--- config.mk ---
export PLATFORM = sky130hd
export DESIGN_NAME = sip_frame_feeder_flat
export DESIGN_NICKNAME = d
export VERILOG_FILES = /design/src/rtl/sip_pkg.sv /design/src/rtl/sip_frame_feeder_if.sv /design/src/rtl/sip_shadow_buffer.sv /design/src/rtl/sip_frame_feeder.sv /design/src/flat_wrapper.sv
export SDC_FILE = /design/constraint.sdc
export NUM_CORES = 1
export LEC_CHECK = 0
export CAP_MARGIN = 15
export CORE_ASPECT_RATIO = 2
export CORE_MARGIN = 2
export CORE_UTILIZATION = 46
export CTS_CLUSTER_SIZE = 16
export DETAILED_ROUTE_END_ITERATION = 6
export GPL_TIMING_DRIVEN = 1
export PLACE_DENSITY = 0.69
export SLEW_MARGIN = 10
export SYNTH_ARGS = -nofsm -noshare
export SYNTH_HDL_FRONTEND = slang
export SYNTH_HIERARCHICAL = 1
export SYNTH_SLANG_ARGS = --single-unit
--- constraint.sdc ---
create_clock -name clock -period 6.75 [get_ports clock]
set_clock_uncertainty 0.05 [all_clocks]
set_input_delay 0.675 -clock clock [delete_from_list [all_inputs] [get_ports clock]]
set_output_delay 0.675 -clock clock [all_outputs]
set_load 0.005 [all_outputs]
--- src/rtl/sip_pkg.sv ---
// Shared types and constants for the SIP frame feeder.
package sip_pkg;

    localparam int unsigned N_SYN_DEF  = 16;
    localparam int unsigned W_BITS_DEF = 4;

    // Bit positions inside the three-field pending/request vector
    localparam int unsigned N_FIELDS     = 3;
    localparam int unsigned FIELD_WEIGHT = 0;
    localparam int unsigned FIELD_EIN    = 1;
    localparam int unsigned FIELD_SPIKE  = 2;

    typedef enum logic {
        FILL = 1'b0,
        FULL = 1'b1
    } feed_state_t;

endpackage

--- src/rtl/sip_frame_feeder_if.sv ---
// Stream-in, flush-request and parallel-frame-out bundle of the SIP frame feeder.
interface sip_frame_feeder_if
    import sip_pkg::*;
#(
    parameter int unsigned N_SYN  = N_SYN_DEF,
    parameter int unsigned W_BITS = W_BITS_DEF
) ();

    logic                          in_valid;
    logic                          in_ready;
    logic [W_BITS-1:0]             in_weight;
    logic                          in_spike;
    logic                          in_ein;
    logic                          in_last;
    logic                          flush_weight;
    logic                          flush_Ein;
    logic                          flush_spike;
    logic [N_SYN-1:0][W_BITS-1:0]  parallel_in_weight;
    logic [N_SYN-1:0]              parallel_spike_in;
    logic [N_SYN-1:0]              parallel_Ein;
    logic                          load;
    logic                          frame_err;

    // master: stream source and SIP requester; slave: the feeder
    modport master (
        output in_valid, in_weight, in_spike, in_ein, in_last,
               flush_weight, flush_Ein, flush_spike,
        input  in_ready, parallel_in_weight, parallel_spike_in, parallel_Ein,
               load, frame_err
    );

    modport slave (
        input  in_valid, in_weight, in_spike, in_ein, in_last,
               flush_weight, flush_Ein, flush_spike,
        output in_ready, parallel_in_weight, parallel_spike_in, parallel_Ein,
               load, frame_err
    );

endinterface

--- src/rtl/sip_shadow_buffer.sv ---
// Shadow frame store: indexed write of one synapse entry per beat, full parallel read.
module sip_shadow_buffer
    import sip_pkg::*;
#(
    parameter int unsigned N_SYN  = N_SYN_DEF,
    parameter int unsigned W_BITS = W_BITS_DEF
) (
    input  logic                         clock,
    input  logic                         reset,
    input  logic                         wr_en,
    input  logic                         clr,
    input  logic [W_BITS-1:0]            wr_weight,
    input  logic                         wr_spike,
    input  logic                         wr_ein,
    output logic                         at_last_c,
    output logic [N_SYN-1:0][W_BITS-1:0] rd_weight,
    output logic [N_SYN-1:0]             rd_spike,
    output logic [N_SYN-1:0]             rd_ein
);

    localparam int unsigned IDX_W = (N_SYN > 1) ? $clog2(N_SYN) : 1;
    localparam logic [IDX_W-1:0] LAST_IDX = IDX_W'(N_SYN - 1);

    logic [IDX_W-1:0]             idx_q, idx_d;
    logic [N_SYN-1:0][W_BITS-1:0] weight_q, weight_d;
    logic [N_SYN-1:0]             spike_q, spike_d;
    logic [N_SYN-1:0]             ein_q, ein_d;

    // Clear only rewinds the index; stale entries are overwritten by the next frame
    always_comb begin
        idx_d    = idx_q;
        weight_d = weight_q;
        spike_d  = spike_q;
        ein_d    = ein_q;
        if (wr_en) begin
            weight_d[idx_q] = wr_weight;
            spike_d[idx_q]  = wr_spike;
            ein_d[idx_q]    = wr_ein;
            idx_d           = idx_q + IDX_W'(1);
        end
        if (clr) begin
            idx_d = '0;
        end
    end

    always_ff @(posedge clock or posedge reset) begin
        if (reset) begin
            idx_q    <= '0;
            weight_q <= '0;
            spike_q  <= '0;
            ein_q    <= '0;
        end else begin
            idx_q    <= idx_d;
            weight_q <= weight_d;
            spike_q  <= spike_d;
            ein_q    <= ein_d;
        end
    end

    assign at_last_c = (idx_q == LAST_IDX);
    assign rd_weight = weight_q;
    assign rd_spike  = spike_q;
    assign rd_ein    = ein_q;

endmodule

--- src/rtl/sip_frame_feeder.sv ---
// SIP frame feeder: assembles streamed synapse entries and serves flush requests.
// Optional framing check on in_last enabled by defining SIP_FEED_FRAMECHK_EN.
module sip_frame_feeder
    import sip_pkg::*;
#(
    parameter int unsigned N_SYN  = N_SYN_DEF,
    parameter int unsigned W_BITS = W_BITS_DEF
) (
    input  logic                 clock,
    input  logic                 reset,
    sip_frame_feeder_if.slave    bus
);

    feed_state_t                  state_q, state_d;
    logic [N_FIELDS-1:0]          pend_q, pend_d;
    logic                         ready_q, ready_d;
    logic                         load_q, load_d;
    logic                         err_q, err_d;
    logic [N_SYN-1:0][W_BITS-1:0] pw_q, pw_d;
    logic [N_SYN-1:0]             ps_q, ps_d;
    logic [N_SYN-1:0]             pe_q, pe_d;

    logic                         accept_c;
    logic                         last_beat_c;
    logic                         frame_bad_c;
    logic                         wr_en_c;
    logic                         clr_c;
    logic [N_FIELDS-1:0]          flush_c;
    logic [N_FIELDS-1:0]          req_c;
    logic [N_SYN-1:0][W_BITS-1:0] sh_weight;
    logic [N_SYN-1:0]             sh_spike;
    logic [N_SYN-1:0]             sh_ein;

    sip_shadow_buffer #(
        .N_SYN  (N_SYN),
        .W_BITS (W_BITS)
    ) u_shadow (
        .clock     (clock),
        .reset     (reset),
        .wr_en     (wr_en_c),
        .clr       (clr_c),
        .wr_weight (bus.in_weight),
        .wr_spike  (bus.in_spike),
        .wr_ein    (bus.in_ein),
        .at_last_c (last_beat_c),
        .rd_weight (sh_weight),
        .rd_spike  (sh_spike),
        .rd_ein    (sh_ein)
    );

    assign accept_c = bus.in_valid && ready_q;

`ifdef SIP_FEED_FRAMECHK_EN
    // in_last must coincide exactly with the final index of the frame
    assign frame_bad_c = accept_c && (bus.in_last != last_beat_c);
`else
    logic unused_last_c;
    assign unused_last_c = bus.in_last;
    assign frame_bad_c   = 1'b0;
`endif

    always_comb begin
        flush_c               = '0;
        flush_c[FIELD_WEIGHT] = bus.flush_weight;
        flush_c[FIELD_EIN]    = bus.flush_Ein;
        flush_c[FIELD_SPIKE]  = bus.flush_spike;
    end

    // Next-state, pending and output-register logic
    always_comb begin
        state_d = state_q;
        pend_d  = pend_q | flush_c;
        req_c   = pend_q | flush_c;
        load_d  = 1'b0;
        err_d   = 1'b0;
        pw_d    = pw_q;
        ps_d    = ps_q;
        pe_d    = pe_q;
        wr_en_c = 1'b0;
        clr_c   = 1'b0;

        case (state_q)
            FILL: begin
                wr_en_c = accept_c;
                if (frame_bad_c) begin
                    err_d = 1'b1;
                    clr_c = 1'b1;
                end else if (accept_c && last_beat_c) begin
                    state_d = FULL;
                end
            end
            FULL: begin
                // A flush seen in this cycle is served here, not re-latched
                if (req_c != '0) begin
                    if (req_c[FIELD_WEIGHT]) pw_d = sh_weight;
                    if (req_c[FIELD_EIN])    pe_d = sh_ein;
                    if (req_c[FIELD_SPIKE])  ps_d = sh_spike;
                    pend_d  = '0;
                    load_d  = 1'b1;
                    clr_c   = 1'b1;
                    state_d = FILL;
                end
            end
            default: begin
                state_d = FILL;
            end
        endcase

        ready_d = (state_d == FILL);
    end

    always_ff @(posedge clock or posedge reset) begin
        if (reset) begin
            state_q <= FILL;
            pend_q  <= '0;
            ready_q <= 1'b0;
            load_q  <= 1'b0;
            err_q   <= 1'b0;
            pw_q    <= '0;
            ps_q    <= '0;
            pe_q    <= '0;
        end else begin
            state_q <= state_d;
            pend_q  <= pend_d;
            ready_q <= ready_d;
            load_q  <= load_d;
            err_q   <= err_d;
            pw_q    <= pw_d;
            ps_q    <= ps_d;
            pe_q    <= pe_d;
        end
    end

    assign bus.in_ready           = ready_q;
    assign bus.load               = load_q;
    assign bus.frame_err          = err_q;
    assign bus.parallel_in_weight = pw_q;
    assign bus.parallel_spike_in  = ps_q;
    assign bus.parallel_Ein       = pe_q;

endmodule

--- src/flat_wrapper.sv ---
// flat-port wrapper written by rule: the top's interface ports become plain ports
module sip_frame_feeder_flat import sip_pkg::*;
#(
    parameter int unsigned N_SYN  = N_SYN_DEF,
    parameter int unsigned W_BITS = W_BITS_DEF
)
  (clock, reset, bus_in_valid, bus_in_weight, bus_in_spike, bus_in_ein, bus_in_last, bus_flush_weight, bus_flush_Ein, bus_flush_spike, bus_in_ready, bus_parallel_in_weight, bus_parallel_spike_in, bus_parallel_Ein, bus_load, bus_frame_err);
  sip_frame_feeder_if #(.N_SYN(N_SYN), .W_BITS(W_BITS)) bus_i ();
  input  logic clock;
  input  logic reset;
  input wire logic [$bits(bus_i.in_valid)-1:0] bus_in_valid;
  input wire logic [$bits(bus_i.in_weight)-1:0] bus_in_weight;
  input wire logic [$bits(bus_i.in_spike)-1:0] bus_in_spike;
  input wire logic [$bits(bus_i.in_ein)-1:0] bus_in_ein;
  input wire logic [$bits(bus_i.in_last)-1:0] bus_in_last;
  input wire logic [$bits(bus_i.flush_weight)-1:0] bus_flush_weight;
  input wire logic [$bits(bus_i.flush_Ein)-1:0] bus_flush_Ein;
  input wire logic [$bits(bus_i.flush_spike)-1:0] bus_flush_spike;
  output wire logic [$bits(bus_i.in_ready)-1:0] bus_in_ready;
  output wire logic [$bits(bus_i.parallel_in_weight)-1:0] bus_parallel_in_weight;
  output wire logic [$bits(bus_i.parallel_spike_in)-1:0] bus_parallel_spike_in;
  output wire logic [$bits(bus_i.parallel_Ein)-1:0] bus_parallel_Ein;
  output wire logic [$bits(bus_i.load)-1:0] bus_load;
  output wire logic [$bits(bus_i.frame_err)-1:0] bus_frame_err;
  assign bus_i.in_valid = bus_in_valid;
  assign bus_i.in_weight = bus_in_weight;
  assign bus_i.in_spike = bus_in_spike;
  assign bus_i.in_ein = bus_in_ein;
  assign bus_i.in_last = bus_in_last;
  assign bus_i.flush_weight = bus_flush_weight;
  assign bus_i.flush_Ein = bus_flush_Ein;
  assign bus_i.flush_spike = bus_flush_spike;
  assign bus_in_ready = bus_i.in_ready;
  assign bus_parallel_in_weight = bus_i.parallel_in_weight;
  assign bus_parallel_spike_in = bus_i.parallel_spike_in;
  assign bus_parallel_Ein = bus_i.parallel_Ein;
  assign bus_load = bus_i.load;
  assign bus_frame_err = bus_i.frame_err;
  sip_frame_feeder #(.N_SYN(N_SYN), .W_BITS(W_BITS)) u_core (.clock(clock), .reset(reset), .bus(bus_i));
endmodule
==> results of run 1 <==
[cells by family (layout without fill, tap and decap cells)]
kind of cell / count (synthesis) / after routing / synth area share (%)
AO/OA/AOI/OAI: 8 / 8 / 0.8756
XOR/XNOR: 1 / 1 / 0.1095
adder cells (fa/ha/maj): 4 / 4 / 0.6254
buffers and inverters: 31 / 151 / 2.986
flip-flops: 202 / 202 / 63.16
multiplexers: 194 / 194 / 27.33
other: 1 / 1 / 0.04686
AND/OR/NAND/NOR: 34 / 34 / 4.863
[worst paths after layout]
path / depth (start not counted) / end
max in group asynchronous: 3 / u_core/bus.parallel_spike_in[12]
setup / recovery: 6 / u_core/u_shadow/rd_weight[56]
hold reg to reg: 1 / u_core/bus.parallel_in_weight[55]
min in group asynchronous: 2 / u_core/u_shadow/rd_weight[29]
hold / removal: 1 / u_core/bus.parallel_in_weight[55]
setup reg to reg: 2 / u_core/u_shadow/rd_weight[56]
[state kept, by name (all words and copies together), names as in the netlist]
signal,flops
u_core/bus.parallel_in_weight,64
u_core/u_shadow/rd_weight,64
u_core/bus.parallel_Ein,16
u_core/bus.parallel_spike_in,16
u_core/u_shadow/rd_ein,16
u_core/u_shadow/rd_spike,16
u_core/u_shadow/idx_q,4
u_core/pend_q,3
u_core/bus.in_ready,1
u_core/bus.load,1
u_core/state_q,1
[cell usage after synthesis, types with 2 or more instances]
cell type | instances | area, µm²
nand4b_2 | 2 | 30.03
nand4_4 | 3 | 63.81
nand4b_4 | 6 | 142.6
inv_1 | 4 | 15.01
buf_4 | 9 | 67.56
buf_6 | 8 | 90.09
mux2_1 | 5 | 56.30
o21ai_2 | 2 | 17.52
clkbuf_1 | 6 | 22.52
nor2_1 | 10 | 37.54
ha_1 | 4 | 50.05
mux2_2 | 187 | 2106
buf_2 | 2 | 10.01
and4bb_2 | 4 | 50.05
nand4_1 | 2 | 12.51
dfrtp_1 | 202 | 5055
[where the power goes]
| group | internal, W | switching [W] | total, W | leakage (nW) |
|---|---|---|---|---|
| clock | 0.000604 | 0.000440 | 0.00104 | 0.303 |
| sequential | 0.00169 | 0.000315 | 0.00200 | 2.60 |
| combinational | 0.000781 | 0.000377 | 0.00116 | 1.69 |
| total | 0.00308 | 0.00113 | 0.00421 | 4.60 |
[per-stage QoR]
step	setup WS (ns)	utilization [%]	hold slack, ns	instances
final	4.492	56.92	0.4380	805
after floorplan	3.350	-	0.4022	475
after global routing	4.387	56.92	0.4694	805
after CTS	4.516	56.89	0.4461	805
after global placement	4.050	53.36	0.4104	771
after detailed placement	4.018	53.36	0.4310	771
[final cells by class]
cell class                 instances  area, µm²
fill                            1371       7405
sequential                       202       5055
multi-input combinational        242       2711
timing repair buffer             113       1125
clock buffer                      28      549.3
tap                              210      262.8
clock inverter                     6      58.81
inverter                           4      20.02
[worst max-delay path: stages]
cell and delay [ns]:
clkdlybuf4s50_1 0.49, nand2_1 0.07, nor2_2 0.08, buf_4 0.35, nand4_1 0.46, mux2_2 0.44
[routing by layer]
metal  up-vias  global-route usage, %  wire length [µm]
met3        28                  2.713               562
met2        86                  34.19              9342
met1      2201                  20.81              6119
li1       1895                      -                 -
met4         0                  6.838               511
met5         -                      0                 0
==> flow_summary_export.csv, run 1 <==
group,metric,value,unit
timing,max_slew_margin,37.76,%
clocking,cts-htree-levels,1,
timing,worst_pin_slew,0.9335,ns
timing,fmax,442.9,MHz
clocking,hold_buffers,0,
timing,min_period,2.258,ns
yosys,seq_area_frac_synth,63.16,%
detailed_routing,wl,16.54,mm
yosys,avgSynthCellArea,16.85,µm²
finish,layout.nets,599,
critical_path,cp-startpoint,"bus_in_valid",
yosys,synth-edff-count,0,
finish,mostFrequentLayoutCells,"dfrtp_1 (202), mux2_2 (187), clkdlybuf4s50_1 (109), clkbuf_16 (19), nor2_1 (9)",
place,gp_congestion,0.7579,
critical_path,cp_max_fo,21,
global_route,grt_pass1_wl,26.57,mm
timing,slew_viol_final,0,
power,leakage,4.597,nW
worst_hold_path,min_from,"u_core/u_shadow/rd_weight[55]",
place,port_buffers,109,
clocking,cts_tree,"done",
detailed_routing,drt_iter0_drc,98,
finish,final_common_cell,"dfrtp_1",
yosys,synthCells,475,
critical_path,required,7.06,ns
yosys,synthesis.nets,492,
clocking,path_clk_slew,0.06,ns
die,ioPinCount,112,
timing,tns,0,ns
finish,antenna_cells,0,
finish,finish.instance_area,9782,µm²
finish,layout-drive-gt1-share,41.18,%
die,row_count,68,
yosys,ys_warn_count,6,
timing,setup_viol_count_final,0,
critical_path,r2r_start,"u_core/u_shadow/idx_q[2]",
critical_path,critPathArrivalTime,2.57,ns
timing,hold_viol,0,
global_route,grt-ovfl-total,0,
global_route,grt_pass1_vias,4796,
status,outcome,"finished clean",
detailed_routing,vias_per_cell,5.230,
die,coreArea,17190,µm²
die,initial_utilization,46.56,%
timing,period_share,33.45,%
clocking,cts_setup_buffers,0,
clocking,cts_resized,0,
die,die_y,190.5,µm
finish,area_growth,22.23,%
detailed_routing,antenna_left,0,
yosys,synth_ff_type,"dfrtp_1",
global_route,track_usage,18.22,%
clocking,numClockSinks,202,
place,dp_hpwl,11.29,mm
timing,rsz0062_at_grt,"no",
global_route,grt_max_degree,89,
detailed_routing,first_pass_iters,4,
yosys,synthDistinctLibCells,35,
die,dieArea,18530,µm²
power,p_per_area,430.1,nW/µm²
power,total_power,0.004207,W
detailed_routing,wl_per_cell,20.54,µm
yosys,synth-seq-cells,202,
job,max-cap-violations,0,
power,vdd_ir_drop_max,0.2219,mV
clocking,cts_buffers,19,
critical_path,timing.reg2reg.setup_slack,4.58,ns
worst_hold_path,hp-class,"reg2reg",
yosys,syn-cell-area,8003,µm²
detailed_routing,drcViolationCount,0,
clocking,cts_root_buffer,"clkbuf_16",
clocking,insertion_delay,0.49,ns
detailed_routing,vias,4210,
critical_path,end_kind,"flop",
place,placed_area,9170,µm²
global_route,grt_antenna_before_repair,0,
critical_path,cp-start-kind,"input port",
clocking,clock_path_buffers,3,
die,die_w,97.27,µm
yosys,async_flop_share,100.0,%
critical_path,critPathKind,"in2reg",
(Power assumes the default switching activity.)
==> run 2: changes to the inputs <==
Clock period 6.75 ns to 2.3 ns, I/O delays scaled along.
==> run 2 against run 1 <==
Flip-flop and latch count did not move. Via count rose by 1.2%. Clock power rose to 2.7 times the previous value. Combinational power rose to 3.0 times the previous value. Sequential share of layout area barely moved. Core utilization barely moved. Die area did not move. Global-route usage fell by 0.12 points. Count of clock-buffer cells in the layout fell by 1. Sequential power rose to 2.9 times the previous value. Critical endpoint is now u_core/u_shadow/rd_weight[58].
==> flow_summary_export.csv, run 2 (synthesis gave the netlist of run 1 again) <==
group,metric,value,unit
global_route,grt_antenna_before_repair,0,
worst_hold_path,hp-class,"in2async",
critical_path,required,2.60,ns
timing,fmax,522.5,MHz
global_route,grt-ovfl-total,0,
clocking,path_clk_slew,0.06,ns
die,row_count,68,
power,p_per_area,1234,nW/µm²
place,port_buffers,109,
detailed_routing,first_pass_iters,4,
clocking,insertion_delay,0.47,ns
die,dieArea,18530,µm²
finish,area_growth,22.25,%
critical_path,critPathArrivalTime,2.22,ns
finish,mostFrequentLayoutCells,"dfrtp_1 (202), mux2_2 (187), clkdlybuf4s50_1 (109), clkbuf_16 (19), nor2_1 (9)",
timing,setup_viol_count_final,0,
critical_path,end_kind,"flop",
power,vdd_ir_drop_max,0.7055,mV
clocking,cts_tree,"done",
clocking,cts-htree-levels,1,
timing,max_slew_margin,44.16,%
die,die_y,190.5,µm
die,die_w,97.27,µm
die,coreArea,17190,µm²
power,leakage,4.579,nW
finish,antenna_cells,0,
global_route,grt_pass1_vias,4826,
timing,worst_pin_slew,0.8375,ns
critical_path,cp_max_fo,19,
clocking,cts_setup_buffers,0,
detailed_routing,drcViolationCount,0,
detailed_routing,drt_iter0_drc,170,
global_route,grt_max_degree,103,
job,max-cap-violations,0,
timing,period_share,83.21,%
finish,multi_input_area,2711,µm²
finish,layout.nets,601,
timing,slew_viol_final,0,
clocking,cts_root_buffer,"clkbuf_16",
place,gp_congestion,0.7508,
critical_path,timing.reg2reg.setup_slack,0.39,ns
finish,fillers,1371,
detailed_routing,vias,4261,
detailed_routing,antenna_left,0,
finish,regArea,5055,µm²
timing,rsz0062_at_grt,"no",
clocking,clock_path_buffers,3,
timing,tns,0,ns
status,outcome,"finished clean",
die,ioPinCount,112,
finish,final_common_cell,"dfrtp_1",
clocking,cts_buffers,18,
global_route,track_usage,18.10,%
finish,layout-drive-gt1-share,40.84,%
detailed_routing,wl_per_cell,20.11,µm
die,initial_utilization,46.56,%
clocking,cts_resized,0,
critical_path,critPathKind,"reg2reg",
critical_path,cp-start-kind,"flop",
detailed_routing,wl,16.19,mm
place,dp_hpwl,10.78,mm
global_route,grt_pass1_wl,26.55,mm
timing,min_period,1.914,ns
clocking,numClockSinks,202,
detailed_routing,vias_per_cell,5.293,
finish,final_util,56.92,%
timing,hold_viol,0,
clocking,hold_buffers,0,
run 2: cell count changes in the layout (fill, tap and decap cells not counted), sizes merged:
cell      delta
clkinvlp     +3
buf          +3
inv          -3
bufinv       -1
clkbuf       -1
clkinv       -1
run 2: area by class of cell:
class,count,share of cell area [%]
repair buffers,116,12.20
inverters,4,0.2302
clock inverters,4,0.2302
clock buffers,27,5.269
multi-input cells,242,27.71
flip-flops and latches,202,51.67
well taps,210,2.686
run 2: stage by stage:
stage	cells	cell area [µm²]	hold WS, ns	setup slack [ns]	power, W
3_5_place_dp	774	9245	0.4231	0.2285	0.009425
3_3_place_gp	774	9245	0.4141	0.2191	0.009216
4_1_cts	805	9783	0.3345	0.3814	0.01227
5_1_grt	805	9783	0.3569	0.2353	0.01277
2_1_floorplan	475	8010	0.3099	0.5842	0.007692
6_report	805	9783	0.2469	0.3861	0.01208
run 2: layer usage:
metal	track usage [%]	share of wire, %	up-vias
met4	6.838	3.2	0
met3	2.639	3.4	23
met1	20.63	37	2245
met5	0	0	-
met2	34.03	57	86
li1	-	-	1907
run 2: worst paths after layout:
kind                                                from                                 to  depth (start not counted)
setup / recovery                u_core/u_shadow/idx_q[3]      u_core/u_shadow/rd_weight[58]                          2
hold / removal                                     reset      u_core/u_shadow/rd_weight[48]                          3
setup reg to reg                u_core/u_shadow/idx_q[3]      u_core/u_shadow/rd_weight[58]                          2
hold reg to reg            u_core/u_shadow/rd_weight[34]  u_core/bus.parallel_in_weight[34]                          1
max in group asynchronous                          reset      u_core/u_shadow/rd_weight[61]                          3
min in group clock                         bus_flush_Ein                   u_core/pend_q[1]                          3
run 2: worst max-delay path: stages (launching register included):
cell and delay [ns]:
dfrtp_1 0.89, nand4_1 0.46, mux2_2 0.40
run 2: power by group:
group | internal [W] | total [W] | switching (W)
registers | 0.00496 | 0.00586 | 0.000902
clock network | 0.00155 | 0.00277 | 0.00122
logic | 0.00232 | 0.00345 | 0.00113
==> run 3: changes to the inputs <==
Clock period 2.3 ns to 1.9 ns, I/O delays scaled along.
==> run 3 against run 2 <==
Cell area increased by 2.9%. Register-to-register slack got worse by 0.23 ns. Sequential power increased by 20%. Wire length increased by 1.6%. Combinational power increased by 27%. Largest cell class unchanged. Via count increased by 0.56%. Count of clock-buffer cells in the layout unchanged. Critical path type unchanged.
==> flow_summary_export.csv, run 3 (synthesis gave the netlist of run 1 again) <==
group,metric,value,unit
global_route,grt_max_degree,80,
power,vdd_ir_drop_max,0.9776,mV
detailed_routing,drcViolationCount,0,
finish,antenna_cells,0,
die,coreArea,17190,µm²
die,row_count,68,
clocking,clock_path_buffers,3,
place,port_buffers,109,
die,die_y,190.5,µm
job,max-cap-violations,0,
critical_path,critPathArrivalTime,2.05,ns
finish,finish.instance_area,10070,µm²
timing,slew_viol_final,0,
critical_path,critPathKind,"reg2reg",
global_route,grt_use_met2,35.20,%
critical_path,cp_max_fo,6,
critical_path,timing.reg2reg.setup_slack,0.15,ns
clocking,cts-htree-levels,1,
global_route,grt_pass1_vias,4861,
place,place_inst,793,
die,die_w,97.27,µm
detailed_routing,first_pass_iters,4,
global_route,grt_busiest_layer,"met2",
die,ioPinCount,112,
die,initial_utilization,46.56,%
global_route,grt-ovfl-total,0,
critical_path,required,2.20,ns
timing,max_slew_margin,57.00,%
status,outcome,"finished clean",
timing,rsz0062_at_grt,"no",
clocking,hold_buffers,0,
global_route,grt.met3_usage,2.236,%
power,p_per_area,1503,nW/µm²
detailed_routing,vias_per_cell,5.194,
timing,setup_viol_count_final,0,
clocking,numClockSinks,202,
critical_path,end_kind,"flop",
detailed_routing,wl,16.45,mm
detailed_routing,antenna_left,0,
finish,final_common_cell,"dfrtp_1",
place,dp_hpwl,11.47,mm
clocking,path_clk_slew,0.07,ns
detailed_routing,wl_per_cell,19.94,µm
timing,worst_pin_slew,0.6430,ns
detailed_routing,drt_iter0_drc,214,
clocking,cts_buffers,18,
clocking,insertion_delay,0.48,ns
worst_hold_path,hp-class,"in2async",
finish,area_growth,25.84,%
detailed_routing,vias,4285,
die,dieArea,18530,µm²
power,leakage,4.744,nW
place,placed_area,9450,µm²
finish,fin_cells,825,
finish,mostFrequentLayoutCells,"dfrtp_1 (202), mux2_2 (187), clkdlybuf4s50_1 (109), clkbuf_16 (19), buf_4 (17)",
critical_path,cp-start-kind,"flop",
place,gp_congestion,0.8571,
timing,min_period,1.749,ns
timing,fmax,571.9,MHz
clocking,cts_tree,"done",
clocking,cts_root_buffer,"clkbuf_16",
global_route,track_usage,18.05,%
finish,layout.nets,620,
timing,period_share,92.04,%
global_route,grt_pass1_wl,26.41,mm
timing,hold_viol,0,
global_route,met1_usage,20.16,%
power,total_power,0.01514,W
global_route,grt_antenna_before_repair,0,
finish,layout-drive-gt1-share,43.90,%
==> run 3: cell types whose count changed in the layout (fill, tap and decap cells not counted), moves of 2 or more <==
| cell | previous run | this run |
|---|---|---|
| ha_1 | 4 | 2 |
| buf_4 | 3 | 17 |
| clkbuf_1 | 7 | 2 |
| buf_12 | 4 | 9 |
| clkbuf_8 | 1 | 6 |
| ha_2 | 0 | 2 |
==> run 3: what timing repair did <==
item                                    CTS  global route
buffers inserted                          0             0
gates resized for setup                   0             2
endpoints found under the setup margin    0             4
==> run 3: worst paths after layout <==
| path | from | endpoint | cells after the start |
|---|---|---|---|
| max | u_core/u_shadow/idx_q[1] | u_core/u_shadow/rd_ein[1] | 4 |
| min | reset | u_core/u_shadow/rd_weight[53] | 3 |
| max reg2reg | u_core/u_shadow/idx_q[1] | u_core/u_shadow/rd_ein[1] | 4 |
| min reg2reg | u_core/u_shadow/rd_weight[51] | u_core/bus.parallel_in_weight[51] | 1 |
| min in group clock | bus_flush_spike | u_core/pend_q[2] | 3 |
| max in group asynchronous | reset | u_core/u_shadow/rd_weight[28] | 3 |
==> run 3: layout make-up <==
type / instances / area (µm²)
clock buffer: 27 / 565.5
fill: 1356 / 7116
tap: 210 / 262.8
clock inverter: 5 / 50.05
timing repair buffer: 135 / 1399
multi-input combinational: 242 / 2716
sequential: 202 / 5055
inverter: 4 / 22.52
==> run 3: power by group <==
| part | switching, W | internal [W] |
|---|---|---|
| Combinational | 0.00145 | 0.00292 |
| Sequential | 0.00104 | 0.00601 |
| Clock | 0.00152 | 0.00220 |
==> run 3: per-stage QoR <==
stage / utilization (%) / setup slack (ns) / hold WS [ns] / setup TNS [ns]
3_3_place_gp: 54.99 / -0.07634 / 0.4163 / -1.637
5_1_grt: 58.60 / 0.04960 / 0.2505 / 0
6_report: 58.60 / 0.1513 / 0.1958 / 0
3_5_place_dp: 54.99 / -0.08776 / 0.4331 / -1.723
2_1_floorplan: - / 0.1842 / 0.2699 / 0
4_1_cts: 58.57 / 0.05566 / 0.2287 / 0
==> run 3: critical path, stage by stage, from the launching register on <==
cell,delay [ns]
dfrtp_1,0.43
inv_1,0.10
ha_1,0.27
and4bb_2,0.41
mux2_2,0.37
==> run 3: per-layer routing <==
layer	part of all wire (%)	wire length, µm
met5	0	0
met4	2.4	395
met3	3.4	554
met2	58	9514
met1	36	5987
==> RTL change, RTL diff (flow settings as in run 3) <==
Take the reset off `pw_q`, `ps_q` and `pe_q` and load them in a clocked block of their own.
--- a/src/rtl/sip_frame_feeder.sv
+++ b/src/rtl/sip_frame_feeder.sv
@@ -118,5 +118,2 @@
             err_q   <= 1'b0;
-            pw_q    <= '0;
-            ps_q    <= '0;
-            pe_q    <= '0;
         end else begin
@@ -127,6 +124,9 @@
             err_q   <= err_d;
-            pw_q    <= pw_d;
-            ps_q    <= ps_d;
-            pe_q    <= pe_d;
         end
+    end
+
+    always_ff @(posedge clock) begin
+        pw_q <= pw_d;
+        ps_q <= ps_d;
+        pe_q <= pe_d;
     end
Formal check against the unedited RTL: no difference found for any inputs over 10 cycles, from zero or initial values and one cycle with reset high; that may be too few to reach the edited logic, so the function may still have changed.
==> RTL change against run 3 <==
Global-route usage is 0.93 points lower; wire length is 15% lower; cell area is 7.0% lower; total power is 19% lower; area after synthesis is 8.6% lower; sequential cell count stayed put; utilization is 1.0 points higher; non-clock buffer count is 8 higher; cell count is 12% lower; worst hold slack better by 0.16 ns; count of clock-buffer cells in the layout is 5 lower; setup slack better by 0.037 ns.
==> RTL change: results (changes against run 3) <==
[yosys]
synth_async_sr_flop_share=0.5248  ; -0.4752
synth_area_leaders=sky130_fd_sc_hd__edfxtp_1, sky130_fd_sc_hd__dfrtp_1, sky130_fd_sc_hd__mux2_2, sky130_fd_sc_hd__nand4b_4, sky130_fd_sc_hd__nand4_4
syn_inst=371  ; -22%
seq_area_frac_synth=0.7570  ; +0.1254
post_synthesis_xor_xnor_area_fraction=0.001198  ; +0.0001034
synthMuxAreaShare=0.1513  ; -0.1220
synth-edff-count=96  ; +96
post_synth_fa_ha_maj_area_fraction=0.006845  ; +0.0005907

[critical_path]
critPathCapture=u_core/u_shadow/rd_ein[3]$_DFFE_PP0P_
r2r_setup_slack_ns=0.19  ; +0.04 ns
r2r-start=u_core/u_shadow/idx_q[0]$_DFFE_PP0P_

[power]
sequential_cell_power_consumption_mw=6.70  ; -5.0%
power.net_switching_mw=3.041  ; -24%
power_combinational_mw=2.40  ; -45%
irDropWorstVdd_mv=0.9632  ; -1.5%

[layout]
instances_no_fill=726  ; -12%

[hold_path]
min-delay-path-class=primary input to register

[status]
run_status=finished clean

[route]
num_vias=3652  ; -15%
routed_wirelength_mm=13.98  ; -15%

[sta]
tightest_slew_ns=0.6564  ; +0.01336 ns
worst_hold_slack_ns=0.3603  ; +0.1645 ns
post-route-period-util=0.9011  ; -0.01921

[place]
detailedPlacementHpwl_mm=9.932  ; -13%
placed_cells=695  ; -12%
placed_cell_area_um2=8860  ; -6.2%

-- RTL change: cell types whose count changed in the layout (fill, tap and decap cells not counted), moves of 5 or more --
cell,delta
sky130_fd_sc_hd__clkinv_1,+5
sky130_fd_sc_hd__buf_4,+9
sky130_fd_sc_hd__clkbuf_8,-5
sky130_fd_sc_hd__mux2_2,-91
sky130_fd_sc_hd__dfrtp_1,-96
sky130_fd_sc_hd__mux2_1,-5
sky130_fd_sc_hd__edfxtp_1,+96
-- RTL change: metal layers --
metal	track usage	wire length, um	vias to the layer above
met5	0	0	-
met4	0.04765	246	0
met3	0.02064	494	16
met2	0.3380	8335	87
met1	0.1868	4902	1895
li1	-	-	1654
-- RTL change: final cells by class --
type | instances | area [um^2]
inverters | 4 | 18.77
repair buffers | 143 | 1436
clock inverters | 8 | 37.54
fillers | 1178 | 6335
clock buffers | 22 | 454.2
flip-flops and latches | 202 | 5535
well taps | 201 | 251.5
multi-input cells | 146 | 1628
